`src/rtl/div_pkg.sv`:
```
// Shared types and constants for the iterative divider controller.
package div_pkg;

    localparam int DIV_WIDTH = 32;
    localparam int DIV_ITERS = DIV_WIDTH;

    // Quotient reported when the divisor is zero.
    localparam logic [DIV_WIDTH-1:0] DBZ_QUOTIENT = '1;

    typedef enum logic [2:0] {
        IDLE,
        PREP,
        ITER,
        FIX,
        SIGN,
        DONE
    } div_state_t;

endpackage

```
`src/rtl/div_if.sv`:
```
// Request/result bundle between the control unit (master) and the divider (slave).
interface div_if #(
    parameter int WIDTH = div_pkg::DIV_WIDTH
);
    import div_pkg::*;

    // Handshake: start is a request pulse, honoured only when busy=0. done pulses
    // for exactly one cycle when lo_out/hi_out/div_by_zero become valid; those
    // outputs then hold until the next accepted start or clear.
    logic             start;
    logic             signed_op;
    logic [WIDTH-1:0] dividend;
    logic [WIDTH-1:0] divisor;
    logic             busy;
    logic             done;
    logic             div_by_zero;
    logic [WIDTH-1:0] lo_out;
    logic [WIDTH-1:0] hi_out;
    div_state_t       state_dbg;

    modport master (
        output start, signed_op, dividend, divisor,
        input  busy, done, div_by_zero, lo_out, hi_out, state_dbg
    );

    modport slave (
        input  start, signed_op, dividend, divisor,
        output busy, done, div_by_zero, lo_out, hi_out, state_dbg
    );

endinterface

```
`src/rtl/div_step.sv`:
```
// One non-restoring division step on the {A,Q} pair against divisor magnitude M.
module div_step #(
    parameter int WIDTH = 32
) (
    input  logic [WIDTH:0]   a_in,
    input  logic [WIDTH-1:0] q_in,
    input  logic [WIDTH-1:0] m_in,
    output logic [WIDTH:0]   a_out,
    output logic [WIDTH-1:0] q_out
);

    logic [WIDTH:0] a_shift;

    assign a_shift = {a_in[WIDTH-1:0], q_in[WIDTH-1]};

    // The sign of the old accumulator picks subtract or add-back.
    always_comb begin
        a_out = '0;
        q_out = '0;
        if (a_in[WIDTH]) begin
            a_out = a_shift + {1'b0, m_in};
        end else begin
            a_out = a_shift - {1'b0, m_in};
        end
        q_out = {q_in[WIDTH-2:0], ~a_out[WIDTH]};
    end

endmodule

```
`src/rtl/div_ctrl.sv`:
```
// Sequencer for the 32-step non-restoring divider: operand latch, iteration,
// remainder correction, signed fix-up and divide-by-zero handling.
module div_ctrl
    import div_pkg::*;
#(
    parameter int WIDTH = DIV_WIDTH
) (
    input logic  clk,
    input logic  clear,
    div_if.slave bus
);

    localparam int CW = $clog2(DIV_ITERS);
    typedef logic [CW-1:0] cnt_t;

    div_state_t       state;
    logic [WIDTH:0]   acc;
    logic [WIDTH-1:0] quo;
    logic [WIDTH-1:0] mag_m;
    cnt_t             count;

    logic             signed_r;
    logic [WIDTH-1:0] dividend_r;
    logic [WIDTH-1:0] divisor_r;

    logic             busy_r;
    logic             done_r;
    logic             dbz_r;
    logic [WIDTH-1:0] lo_r;
    logic [WIDTH-1:0] hi_r;

    logic [WIDTH:0]   acc_step;
    logic [WIDTH-1:0] quo_step;
    logic             dvd_neg;
    logic             dvs_neg;
    logic [WIDTH-1:0] dvd_mag;
    logic [WIDTH-1:0] dvs_mag;
    logic [WIDTH-1:0] quo_final;
    logic [WIDTH-1:0] rem_final;

    div_step #(.WIDTH(WIDTH)) u_step (
        .a_in  (acc),
        .q_in  (quo),
        .m_in  (mag_m),
        .a_out (acc_step),
        .q_out (quo_step)
    );

    // Magnitudes are WIDTH-bit unsigned, so negating the most negative value is exact.
    assign dvd_neg   = signed_r & dividend_r[WIDTH-1];
    assign dvs_neg   = signed_r & divisor_r[WIDTH-1];
    assign dvd_mag   = dvd_neg ? (~dividend_r + 1'b1) : dividend_r;
    assign dvs_mag   = dvs_neg ? (~divisor_r + 1'b1) : divisor_r;
    assign quo_final = (dvd_neg ^ dvs_neg) ? (~quo + 1'b1) : quo;
    assign rem_final = dvd_neg ? (~acc[WIDTH-1:0] + 1'b1) : acc[WIDTH-1:0];

    always_ff @(posedge clk) begin
        if (clear) begin
            state      <= IDLE;
            acc        <= '0;
            quo        <= '0;
            mag_m      <= '0;
            count      <= '0;
            signed_r   <= 1'b0;
            dividend_r <= '0;
            divisor_r  <= '0;
            busy_r     <= 1'b0;
            done_r     <= 1'b0;
            dbz_r      <= 1'b0;
            lo_r       <= '0;
            hi_r       <= '0;
        end else begin
            done_r <= 1'b0;
            case (state)
                IDLE: begin
                    if (bus.start) begin
                        signed_r   <= bus.signed_op;
                        dividend_r <= bus.dividend;
                        divisor_r  <= bus.divisor;
                        dbz_r      <= 1'b0;
                        busy_r     <= 1'b1;
                        state      <= PREP;
                    end
                end
                PREP: begin
                    if (divisor_r == '0) begin
                        lo_r   <= WIDTH'(DBZ_QUOTIENT);
                        hi_r   <= dividend_r;
                        dbz_r  <= 1'b1;
                        done_r <= 1'b1;
                        state  <= DONE;
                    end else begin
                        mag_m <= dvs_mag;
                        quo   <= dvd_mag;
                        acc   <= '0;
                        count <= '0;
                        state <= ITER;
                    end
                end
                ITER: begin
                    acc   <= acc_step;
                    quo   <= quo_step;
                    count <= count + 1'b1;
                    if (count == cnt_t'(DIV_ITERS - 1)) begin
                        state <= FIX;
                    end
                end
                FIX: begin
                    // A negative final accumulator still owes one add-back of M.
                    if (acc[WIDTH]) begin
                        acc <= acc + {1'b0, mag_m};
                    end
                    state <= SIGN;
                end
                SIGN: begin
                    lo_r   <= quo_final;
                    hi_r   <= rem_final;
                    done_r <= 1'b1;
                    state  <= DONE;
                end
                DONE: begin
                    busy_r <= 1'b0;
                    state  <= IDLE;
                end
                default: begin
                    busy_r <= 1'b0;
                    state  <= IDLE;
                end
            endcase
        end
    end

    assign bus.busy        = busy_r;
    assign bus.done        = done_r;
    assign bus.div_by_zero = dbz_r;
    assign bus.lo_out      = lo_r;
    assign bus.hi_out      = hi_r;
    assign bus.state_dbg   = state;

endmodule

```
`src/flat_wrapper.sv`:
```
// flat-port wrapper written by rule: the top's interface ports become plain ports
module div_ctrl_flat import div_pkg::*;
#(
    parameter int WIDTH = DIV_WIDTH
)
  (clk, clear, bus_start, bus_signed_op, bus_dividend, bus_divisor, bus_busy, bus_done, bus_div_by_zero, bus_lo_out, bus_hi_out, bus_state_dbg);
  div_if #(.WIDTH(WIDTH)) bus_i ();
  input logic clk;
  input logic clear;
  input wire logic [$bits(bus_i.start)-1:0] bus_start;
  input wire logic [$bits(bus_i.signed_op)-1:0] bus_signed_op;
  input wire logic [$bits(bus_i.dividend)-1:0] bus_dividend;
  input wire logic [$bits(bus_i.divisor)-1:0] bus_divisor;
  output wire logic [$bits(bus_i.busy)-1:0] bus_busy;
  output wire logic [$bits(bus_i.done)-1:0] bus_done;
  output wire logic [$bits(bus_i.div_by_zero)-1:0] bus_div_by_zero;
  output wire logic [$bits(bus_i.lo_out)-1:0] bus_lo_out;
  output wire logic [$bits(bus_i.hi_out)-1:0] bus_hi_out;
  output wire logic [$bits(bus_i.state_dbg)-1:0] bus_state_dbg;
  assign bus_i.start = bus_start;
  assign bus_i.signed_op = bus_signed_op;
  assign bus_i.dividend = bus_dividend;
  assign bus_i.divisor = bus_divisor;
  assign bus_busy = bus_i.busy;
  assign bus_done = bus_i.done;
  assign bus_div_by_zero = bus_i.div_by_zero;
  assign bus_lo_out = bus_i.lo_out;
  assign bus_hi_out = bus_i.hi_out;
  assign bus_state_dbg = bus_i.state_dbg;
  div_ctrl #(.WIDTH(WIDTH)) u_core (.clk(clk), .clear(clear), .bus(bus_i));
endmodule
```
`config.mk`:
```
export PLATFORM = sky130hd
export DESIGN_NAME = div_ctrl_flat
export DESIGN_NICKNAME = d
export VERILOG_FILES = /design/src/rtl/div_pkg.sv /design/src/rtl/div_if.sv /design/src/rtl/div_step.sv /design/src/rtl/div_ctrl.sv /design/src/flat_wrapper.sv
export SDC_FILE = /design/constraint.sdc
export NUM_CORES = 1
export LEC_CHECK = 0
export CAP_MARGIN = 40
export CORE_MARGIN = 2
export CORE_UTILIZATION = 50
export DETAILED_ROUTE_END_ITERATION = 12
export HOLD_SLACK_MARGIN = 0.1
export PLACE_DENSITY_LB_ADDON = 0.12
export SETUP_SLACK_MARGIN = 0.1
export SYNTH_ARGS = -nofsm -noshare
export SYNTH_HDL_FRONTEND = slang
export SYNTH_SLANG_ARGS = --single-unit
```
`constraint.sdc`:
```
create_clock -name clk -period 5.1 [get_ports clk]
set_input_delay 1.02 -clock clk [delete_from_list [all_inputs] [get_ports clk]]
set_output_delay 1.02 -clock clk [all_outputs]
set_load 0.1 [all_outputs]
```
# After elaboration in Yosys (flattened, before gate mapping)
# Index checks and enable logic that the tools add are counted.
[word_totals]
input_bits = 68
rom_bits = 0
mem_count = 0
latch_bits = 0
output_inout_bits = 70
register_bits = 237
mem_bits_rw = 0
[op_classes]
n_reduce_logical = 16
n_eq_ne = 10
div_mod_pow = 0
magnitude_cmp = 0
mux = 27
bitwise = 10
shift = 0
mul = 0
n_addsub = 8
[op_table]
columns = ["operator", "n"]
rows = [
  ["$mux 32", 7],
  ["$pmux 32 s2", 3],
  ["$add 32x1->32 const B", 4],
  ["$not 32->32", 4],
  ["$mux 33", 3],
  ["$pmux 33 s3", 1],
  ["$add 33x32->33", 2],
  ["$sub 33x32->33", 1],
  ["$logic_not 32->1", 1],
  ["$pmux 3 s5", 1],
  ["$reduce_and 2->1", 7],
  ["$pmux 5 s2", 1],
  ["$mux 3", 3],
  ["$eq 3x2->1 const B", 2],
  ["$ne 2x1->1 const B", 3],
  ["$pmux 1 s2", 3],
  ["$reduce_and 3->1", 2],
  ["$reduce_bool 2->1", 3],
  ["$add 5x1->5 const B", 1],
  ["$eq 5x5->1 const B", 1],
  ["$mux 5", 1],
  ["$mux 1", 4],
  ["$ne 2x2->1 const B", 2],
  ["$reduce_or 4->1", 1],
  ["other kinds (7)", 10],
]

# Depth between registers and ports, before layout
[logic_depth]
depth_word = 5
mapped_depth = 17
mapped_depth_nobuf = 17

# Cells and area by module
# A second synthesis with hierarchy kept.
[unflattened]
cells_unflattened = 2147
hier_area_um2 = 16394.5
[by_module_without_submodules]
columns = ["mod", "cells_per_inst", "n_inst", "area_each_um2", "seq_area_each_um2"]
rows = [
  ["div_ctrl", 1741, 1, 13606.8, 4744.6],
  ["div_step", 406, 1, 2787.7, 0.0],
]

# Worst setup path after synthesis
# OpenSTA, ideal clock, no wires.
[synth_path]
path_type = "register -> register"
startpoint = "reg u_core.mag_m[9]"
endpoint = "reg u_core.acc[31]"
n_path_buf = 1
required_ns = 5.021
t_arrival_ns = 3.951
stages_incl_launch_ff = 18
synth_period_minus_slack_ns = 4.030
slack_ns = 1.070
setup_time_ns = 0.079
path_cell_list = "dfxtp_1 > or4_1 > or4_4 > nor2_1 > and3b_1 > a21o_1 > o21ai_0 > xor2_1 > ha_1 > clkbuf_1 > a21oi_1 > o2111ai_1 > a21o_1 > a21o_1 > or3b_2 > a21oi_1 > a32oi_1 > o211ai_1"
[synth_via]
elab_chain_len = 3
elab_cells_between_ends = 6
classes_between = "add/sub (3); mux (3)"
[synth_lines]
columns = ["item", "line_no", "rtl"]
rows = [
  ["start, declared", "div_ctrl.sv:19", "logic [WIDTH-1:0] mag_m;"],
  ["start signal, assigned", "div_ctrl.sv:93", "mag_m <= dvs_mag;"],
  ["$add 33x32->33 (tied with other cells)", "div_ctrl.sv:111", "acc <= acc + {1'b0, mag_m};"],
  ["$mux 33, on equally long branches", "div_ctrl.sv:110, div_step.sv:20", ""],
  ["$pmux 33 s3 *", "div_ctrl.sv:74", "case (state)"],
  ["end signal, assigned", "div_ctrl.sv:101", "acc <= acc_step;"],
  ["end signal, assigned", "div_ctrl.sv:111", ""],
  ["end, declared", "div_ctrl.sv:17", "logic [WIDTH:0] acc;"],
]
# Mark *: on every way between the ends. The rest lies on a longest branch, timed or not. The select of a mux whose other input is x is not followed.
# A chain may end at the register's enable or synchronous reset.

# Worst setup path in the final report
[layout_path]
startpoint = "reg u_core.mag_m[1]"
endpoint = "reg u_core.acc[31]"
# Same word-level chain as after synthesis.

==> flow_summary.yaml <==
timing:
  setup-tns-final_ns: 0
  finalCritPeriodShare_pct: 89.2
  finClkSkew_ns: 0.0199
  fmax_mhz: 220
  slew_headroom_pct: 41.7
  report.final.setup_viol: 0
  slew_viol_final: 0
  hold_violations: 0
  worst_pin_slew_ns: 0.875
  rsz0062_at_grt: "false"
  min_period_ns: 4.55
min_path:
  min-delay-start: "u_core.bus.div_by_zero"
  hp-class: "reg2reg"
cells_and_area:
  fin_nets: 2317
  diodes: 0
  syn2layout_area_growth_pct: 24.0
  finalInstanceArea_um2: 19300
  drive_gt1_share_pct: 8.11
  final_util_pct: 63.0
setup_path:
  crit_start: "u_core.mag_m[1]"
  crit_top_cell: "a21oi_1"
  crit_path_max_incr_delay_ns: 0.52
  crit_path_start_kind: "flop"
  cp_data_required_time_ns: 5.57
  crit_buf_inv: 1
  crit_slowest_cell: "or4b_1"
  r2r_start: "u_core.mag_m[1]"
  cp_max_fo: 6
  end_kind: "flop"
  critPathTopFamily: "simple AND/OR/NAND/NOR gates"
  critPathArrivalTime_ns: 5.02
  crit_chain: "inv_1 -> ha_1 -> or4b_1 -> nor4_4 -> nor4b_4 -> and2_1 -> a21oi_1 -> xor2_1 -> ha_1 -> a21oi_1 -> o2111ai_1 -> a21o_1 -> a21o_1 -> or3b_2 -> a21oi_1 -> a32oi_1 -> o211ai_1"
  criticalPathCategory: "reg2reg"
die:
  num_rows: 64
  coreArea_um2: 30700
  ios: 138
  dieArea_um2: 32600
  dieHeight_um: 181
  die_x_um: 181
  start_util_pct: 50.8
placed_design:
  dp_hpwl_um: 39400
  port_buffers: 137
  placed_area_um2: 18400
  gp_congestion: 0.949
detailed_routing:
  drt_first_pass_iters: 6
  drt_iter0_drc: 1708
  via_per_inst: 6.21
  drc_errors: 0
  routed_wl_um: 52700
  vias: 16095
  ant_nets: 0
  routed_wire_length_per_instance_um: 20.4
synth:
  synth-xor-area-share_pct: 10.4
  synth.area.top_cells: "dfxtp_1 30%, a21oi_1 6.8%, nand2_1 6.0%"
  avgSynthCellArea_um2: 7.65
  yosys.area_share.simple_pct: 22.5
  muxShareOfSynthArea_pct: 0.522
  async_flop_share_pct: 0
  synth_compound_area_share_pct: 25.9
  synth.top_cell.area_share_pct: 30.4
  synth_fp_nets: 2180
  yosys.area_share.adder_pct: 6.04
  synth-seq-cells: 237
  synth_cells: 2038
  synth_edf_count: 0
  synth_top_family_by_area: "compound AO/OA/AOI/OAI gates"
  yosysWarnings: 0
  synth_area_leader_cell: "dfxtp_1"
  synth_cell_types: 80
  ys_seq_area_share_pct: 30.4
  synthFlopType: "dfxtp_1"
  netlist_area_um2: 15600
clock_network:
  clk_latency_ns: 0.55
  holdBufCountCts: 0
  clk_pin_slew_ns: 0.06
  clock-sinks: 237
  numCtsBuffers: 28
  clk_path_buf_depth: 3
  h-tree-depth: 1
  cts-root-buf: "clkbuf_16"
  cts_tree: "yes"
grt:
  grt_pass1_wl_um: 83200
  grt_start_max_net_pins: 85
  antenna_found_initial: 0
  grt_usage_pct: 31.4
  grt_pass1_vias: 14691
  grt_overflow: 0
power:
  power.density_nw_per_um2: 366
  irDropWorstVdd_mv: 0.272
  power.leakage_nw: 7.60
outcome:
  status: "complete, no violations"
run:
  cap_violations: 0
==> synth_stat cells, drive strengths merged (23+ instances only) <==
master	instances
a21o	33
dfxtp	237
xor2	104
a211oi	58
ha	72
nor3	67
o21ai	74
o22ai	23
nand2	248
a21oi	211
inv	44
o31ai	24
nand3	42
nor2	246
clkbuf	111
xnor2	81
==> state kept, by name, summed over array words and instances (netlist names) <==
name and count:
u_core.bus.done 1, u_core.divisor_r 32, u_core.acc 33, u_core.mag_m 32, u_core.bus.div_by_zero 1, u_core.bus.hi_out 32
u_core.dividend_r 32, u_core.count 5, u_core.signed_r 1, u_core.bus.state_dbg 3, u_core.bus.lo_out 32, u_core.bus.busy 1
u_core.quo 32
==> final cells by class <==
cell class / instances / area [um^2]
Fill cell: 2675 / 11300
Multi-Input combinational cell: 1629 / 10200
Sequential cell: 237 / 4740
Timing Repair Buffer: 235 / 2760
Clock buffer: 39 / 793
Tap cell: 396 / 495
Inverter: 44 / 165
Clock inverter: 10 / 155
==> cell usage in the layout, fill, tap and decap left out, drive strengths merged, types with 9 or more instances in the layout <==
cell type      count
a2111oi           15
a211oi            58
a21o              33
a21oi            211
a221oi            19
a22oi             13
a311oi            21
a31oi             17
and2              18
and3              14
buf               99
clkbuf            39
clkdlybuf4s50    136
dfxtp            237
ha                72
inv               44
nand2            248
nand2b            16
nand3             42
nand4             12
nor2             246
nor3              67
nor4              16
o211ai            14
o21a              10
o21ai             74
o21bai             9
o221a              9
o22ai             23
o31ai             24
o41ai             12
or3               20
or4               22
xnor2             81
xor2             104
==> per-stage QoR <==
stage                     setup slack (ns)  hold slack (ns)  std cells  total power, mW
after detailed placement             0.498            0.466       2541             4.96
after global placement               0.530            0.445       2463             4.84
after global routing                 0.189            0.489       2590             7.44
after CTS                            0.438            0.474       2590             7.03
after floorplan                       1.07            0.449       2038             4.17
final                                0.550            0.473       2590             7.08
==> kinds of logic after synthesis <==
| kind of cell | Yosys count |
|---|---|
| AO/OA/AOI/OAI | 611 |
| flip-flops | 237 |
| XOR/XNOR | 185 |
| adder cells (fa/ha/maj) | 74 |
| AND/OR/NAND/NOR | 751 |
| buffers and inverters | 172 |
| multiplexers | 8 |
==> worst reg2reg max path: cells and delay by family, from the launching register on <==
family                     cells  cell delay (ns)
and+or+nand+nor                5             2.01
AOI/OAI and AO/OA              8             1.39
adders and majority gates      2             0.50
DFF                            1             0.36
xor gates and xnor gates       1             0.15
buffers and inverters          1             0.10
==> path summary, 6_finish.rpt <==
kind	to	cells after the start	slack [ns]
worst min-delay path	u_core.bus.div_by_zero	2	0.47
worst min register to register	u_core.bus.div_by_zero	2	0.47
worst max-delay path	u_core.acc[31]	17	0.55
worst max register to register	u_core.acc[31]	17	0.55
==> metal layers <==
layer / global-route usage (%) / wire length (um)
met1: 46.0 / 24300
met2: 47.9 / 22700
met3: 4.47 / 4320
met4: 8.74 / 1480
met5: 0 / 0
==> where the power goes <==
part,internal [mW],switching (mW)
Clock,1.28,0.809
Sequential,2.01,0.316
Combinational,1.04,1.63
Total,4.33,2.75
==> repair_timing <==
| item | 4_1_cts | 5_1_grt |
|---|---|---|
| gates resized for setup | 0 | 1 |
| setup endpoints to repair | 0 | 1 |
| endpoints found under the hold margin | 0 | 0 |
| buffers inserted | 0 | 0 |
No activity file was read; power rests on OpenSTA's default activity.
